**src/rtl/alu_issue_arbiter.sv**
```systemverilog
// Two-requester round-robin issue arbiter feeding one ALU exe unit through a single
// holding register, with branch-mask tracking, mispredict/flush kill and a kill counter.
module alu_issue_arbiter (
    input  logic        clock,
    input  logic        reset,
    input  logic        io_req_0_valid,
    output logic        io_req_0_ready,
    input  logic [6:0]  io_req_0_bits_rob_idx,
    input  logic [6:0]  io_req_0_bits_pdst,
    input  logic [19:0] io_req_0_bits_br_mask,
    input  logic        io_req_1_valid,
    output logic        io_req_1_ready,
    input  logic [6:0]  io_req_1_bits_rob_idx,
    input  logic [6:0]  io_req_1_bits_pdst,
    input  logic [19:0] io_req_1_bits_br_mask,
    output logic        io_exe_valid,
    input  logic        io_exe_ready,
    output logic [6:0]  io_exe_bits_rob_idx,
    output logic [6:0]  io_exe_bits_pdst,
    output logic [19:0] io_exe_bits_br_mask,
    output logic        io_exe_bits_src,
    input  logic [19:0] io_brupdate_b1_resolve_mask,
    input  logic [19:0] io_brupdate_b1_mispredict_mask,
    input  logic        io_flush,
    output logic [15:0] io_kill_count
);
    localparam int unsigned ROB_W  = 7;
    localparam int unsigned PDST_W = 7;
    localparam int unsigned MASK_W = 20;
    localparam int unsigned CNT_W  = 16;

    typedef struct packed {
        logic [ROB_W-1:0]  rob_idx;
        logic [PDST_W-1:0] pdst;
        logic [MASK_W-1:0] br_mask;
        logic              src;
    } uop_t;

    logic             valid_q;
    uop_t             held_q;
    logic             rr_q;
    logic [CNT_W-1:0] kill_q;

    logic              held_kill;
    logic              reg_free;
    logic              grant_0;
    logic              grant_1;
    logic              granted;
    logic              in_kill;
    logic              kill_event;
    logic [MASK_W-1:0] in_mask;
    uop_t              in_uop;

    // Grant and kill decisions for this cycle
    always_comb begin
        held_kill  = 1'b0;
        reg_free   = 1'b0;
        grant_0    = 1'b0;
        grant_1    = 1'b0;
        granted    = 1'b0;
        in_kill    = 1'b0;
        kill_event = 1'b0;
        in_mask    = io_req_0_bits_br_mask;
        in_uop     = '0;

        held_kill = valid_q && ((|(held_q.br_mask & io_brupdate_b1_mispredict_mask)) || io_flush);
        reg_free  = !valid_q || io_exe_ready || held_kill;

        if (reg_free && !io_flush && !reset) begin
            if (io_req_0_valid && io_req_1_valid) begin
                grant_0 = !rr_q;
                grant_1 = rr_q;
            end else begin
                grant_0 = io_req_0_valid;
                grant_1 = io_req_1_valid;
            end
        end
        granted = grant_0 || grant_1;

        if (grant_1) begin
            in_mask        = io_req_1_bits_br_mask;
            in_uop.rob_idx = io_req_1_bits_rob_idx;
            in_uop.pdst    = io_req_1_bits_pdst;
        end else begin
            in_uop.rob_idx = io_req_0_bits_rob_idx;
            in_uop.pdst    = io_req_0_bits_pdst;
        end
        in_uop.br_mask = in_mask & ~io_brupdate_b1_resolve_mask;
        in_uop.src     = grant_1;

        in_kill    = granted && (|(in_mask & io_brupdate_b1_mispredict_mask));
        kill_event = held_kill || in_kill;
    end

    // Control state: valid bit, round-robin pointer, saturating kill counter
    always_ff @(posedge clock) begin
        if (reset) begin
            valid_q <= 1'b0;
            rr_q    <= 1'b0;
            kill_q  <= '0;
        end else begin
            if (granted && !in_kill) begin
                valid_q <= 1'b1;
            end else if (reg_free) begin
                valid_q <= 1'b0;
            end
            if (granted) begin
                rr_q <= !grant_1;
            end
            if (kill_event && (kill_q != {CNT_W{1'b1}})) begin
                kill_q <= kill_q + CNT_W'(1);
            end
        end
    end

    // Payload holds or tracks resolved branches; contents are don't-care while empty
    always_ff @(posedge clock) begin
        if (granted && !in_kill) begin
            held_q <= in_uop;
        end else begin
            held_q.br_mask <= held_q.br_mask & ~io_brupdate_b1_resolve_mask;
        end
    end

    assign io_req_0_ready      = grant_0;
    assign io_req_1_ready      = grant_1;
    assign io_exe_valid        = valid_q;
    assign io_exe_bits_rob_idx = held_q.rob_idx;
    assign io_exe_bits_pdst    = held_q.pdst;
    assign io_exe_bits_br_mask = held_q.br_mask;
    assign io_exe_bits_src     = held_q.src;
    assign io_kill_count       = kill_q;

endmodule

```
**config.mk**
```make
export PLATFORM = sky130hd
export DESIGN_NAME = alu_issue_arbiter
export DESIGN_NICKNAME = d
export VERILOG_FILES = /design/src/rtl/alu_issue_arbiter.sv
export SDC_FILE = /design/constraint.sdc
export NUM_CORES = 1
export LEC_CHECK = 0
export ABC_AREA = 1
export BUFFER_PORTS_ARGS = -buffer_cell sky130_fd_sc_hd__buf_4
export CORE_UTILIZATION = 43
export CTS_BUF_LIST = sky130_fd_sc_hd__clkbuf_4
export DETAILED_ROUTE_END_ITERATION = 7
export PLACE_DENSITY_LB_ADDON = 0.05
export SYNTH_ARGS = -nofsm -noshare
export SYNTH_HDL_FRONTEND = slang
export SYNTH_SLANG_ARGS = --single-unit
```
**constraint.sdc**
```tcl
create_clock -name clock -period 2.4 [get_ports clock]
set_input_delay 0.48 -clock clock [delete_from_list [all_inputs] [get_ports clock]]
set_output_delay 0.48 -clock clock [all_outputs]
set_load 0.005 [all_outputs]
```
==> results_dict.tcl <==
set metrics [dict create \
    tightest_slew_ps 478.1 \
    cp_data_arrival_time_ps 2580 \
    antenna_found_initial 0 \
    syn_nets 638 \
    wirelength_mm 10.65 \
    intPower_w 0.001272 \
    ys_ff_latch 53 \
    layout_common_cells "209 x buf_4, 172 x nand2_1, 97 x inv_1" \
    synth_area_sq_um 3254 \
    end_kind "flop" \
    grt_max_degree 32 \
    rsz0062_at_grt "true" \
    peakVddDrop_mv 0.2136 \
    synth_area_leaders "dfxtp_1 23%, nand2_1 22%, edfxtp_1 14%" \
    path_clk_slew_ps 160 \
    core_area_sq_um 7292 \
    outcome "complete, but fails checks" \
    yosysTopAreaCellShare 0.2338 \
    crit_path_start_kind "flop" \
    fin_setup_tns_ps -1119 \
    slew_headroom 0.6809 \
    drv_cap 0 \
    p_comb_frac 0.222 \
    vias_per_cell 4.820 \
    design.die.area_sq_um 7920 \
    antenna_left 0 \
    clock.fmax_ghz 0.4041 \
    synthCells 523 \
    cts_max_level 2 \
    antenna_cells 0 \
    crit_type "reg2reg" \
    netlist-cell-type-count 28 \
    cts_tree "yes" \
    io_pins 168 \
    drc 0 \
    p_per_area_nw_per_um2 331.8 \
    fin_skew_ps 13.99 \
    placed_cells 814 \
    drive_gt1_frac 0.3872 \
    yosysTopAreaCell "dfxtp_1" \
    hold_class "in2reg" \
    dp_hpwl_mm 7.681 \
    pwr-share-clk 0.248 \
    gp_congestion 0.8366 \
    final_common_cell "buf_4" \
    numClockSinks 53 \
    firstDrtPassIters 4 \
    slew_viol_final 0 \
    area_growth_pct 62.63 \
    period_minus_slack_ps 2475 \
    dp_slack_ps -316.0 \
    avgSynthCellArea_sq_um 6.223 \
    synth_warnings 0 \
    power_w 0.001756 \
    grt_usage 0.2575 \
    clock_path_buffers 2 \
    required_ps 2510 \
    ys_seq_area_frac 0.3722 \
    avgRoutedWirePerCell_um 12.75 \
    start_util 0.4463 \
    p_sw_w 0.0004843 \
    fp.dieH_um 89.00 \
    power.leakage_nw 2.908 \
    ctsHoldBuffers 0 \
    grt_pass1_vias 3577 \
    grt_pass1_wl_mm 15.74 \
    num_vias 4025 \
    io_buffers 167 \
    violations "setup timing" \
    cts_root_buf "clkbuf_4" \
    final_cells 835 \
    grt_overflow 0 \
    hold_viol 0 \
    clk_latency_ps 380 \
    period_share 1.031 \
    row_count 31 \
    die_w_um 89.00 \
    r2r_cells 12 \
    worstPathMaxFanout 16 \
    drt_iter0_drc 145 \
    cts_made_buffers 5 \
    nets 850 \
    worstHoldPathCells 2 \
    seqPwrFrac 0.529 \
    swShare 0.2758 \
    finalSetupViolCount 19 \
    worst_slack_ps -74.68 \
]
[worst max-delay path, cell delays in order (launching register included)]
cell      delay, ps
dfxtp_1         410
inv_1           110
a21boi_4        330
buf_4           240
nand4_1         140
nand3_1         140
nand2_1          90
nor2_2          110
nand3_2         100
nor2_2          150
o21ai_4         120
inv_4           100
buf_12          150
[final cells by class]
cell class	instances	area, sq um
sequential	53	1221
tap	99	123.9
clock inverter	2	15.01
fill	627	1999
clock buffer	6	45.04
timing repair buffer	221	1760
multi-input combinational	352	1739
inverter	102	387.9
[state kept, by name, summed over array words and instances (netlist names)]
register	cells
io_exe_bits_rob_idx	7
rr_q	1
io_exe_bits_src	1
io_exe_bits_br_mask	20
io_kill_count	16
io_exe_valid	1
io_exe_bits_pdst	7
[cells by family after synthesis]
| family | synth area share |
|---|---|
| adders and majority gates | 0.003844 |
| DFF | 0.3722 |
| and+or+nand+nor | 0.3991 |
| buffers and inverters | 0.1557 |
| AOI/OAI and AO/OA | 0.06921 |
[layer usage]
layer  vias to the layer above  global-route usage  wire length [um]
li1                       2052                   -                 -
met1                      1807              0.2776              4177
met2                       140              0.4860              5639
met3                        26             0.04894               539
met4                         0              0.1183               291
met5                         -                   0                 0
[Yosys cell counts (all sizes together)]
master  number
nand4       24
nand2      192
nor4         1
a21boi       1
nor2        45
buf         14
and3         2
a211oi       1
nand3b       1
a21oi       37
o21ai        2
clkbuf       4
nand3       39
nor3         3
ha           1
edfxtp      15
o21bai       1
dfxtp       38
inv        102
[final timing paths]
path,startpoint,to,slack [ps]
worst max register to register,rr_q,io_exe_bits_pdst[0],-70
worst min-delay path,io_brupdate_b1_resolve_mask[18],io_exe_bits_br_mask[18],230
worst max-delay path,rr_q,io_exe_bits_pdst[0],-70
worst min register to register,io_kill_count[9],io_kill_count[9],550
[what timing repair did]
item	CTS	global route
gates cloned	2	1
setup endpoints to repair	29	54
pin swaps	5	10
endpoints found under the hold margin	0	0
resized for setup	19	54
buffers inserted	3	7
[stage by stage]
| stage | hold WS, ps | cell area [sq um] | util |
|---|---|---|---|
| floorplan | 469.9 | 3257 | - |
| CTS | 223.6 | 5052 | 0.6929 |
| global route | 206.4 | 5293 | 0.7258 |
| detailed placement | 513.1 | 4881 | 0.6694 |
| global placement | 485.2 | 4881 | 0.6694 |
| finish | 228.1 | 5293 | 0.7258 |
[power by group through the flow]
stage	logic [W]	clock network [W]	registers (W)
after floorplan	0.000136	0	0.000947
after global placement	0.000357	0	0.000948
after detailed placement	0.000362	0	0.000948
after CTS	0.000374	0.000438	0.000929
after global routing	0.000424	0.000469	0.000930
final	0.000391	0.000436	0.000930
No activity file was read; power rests on OpenSTA's default activity.
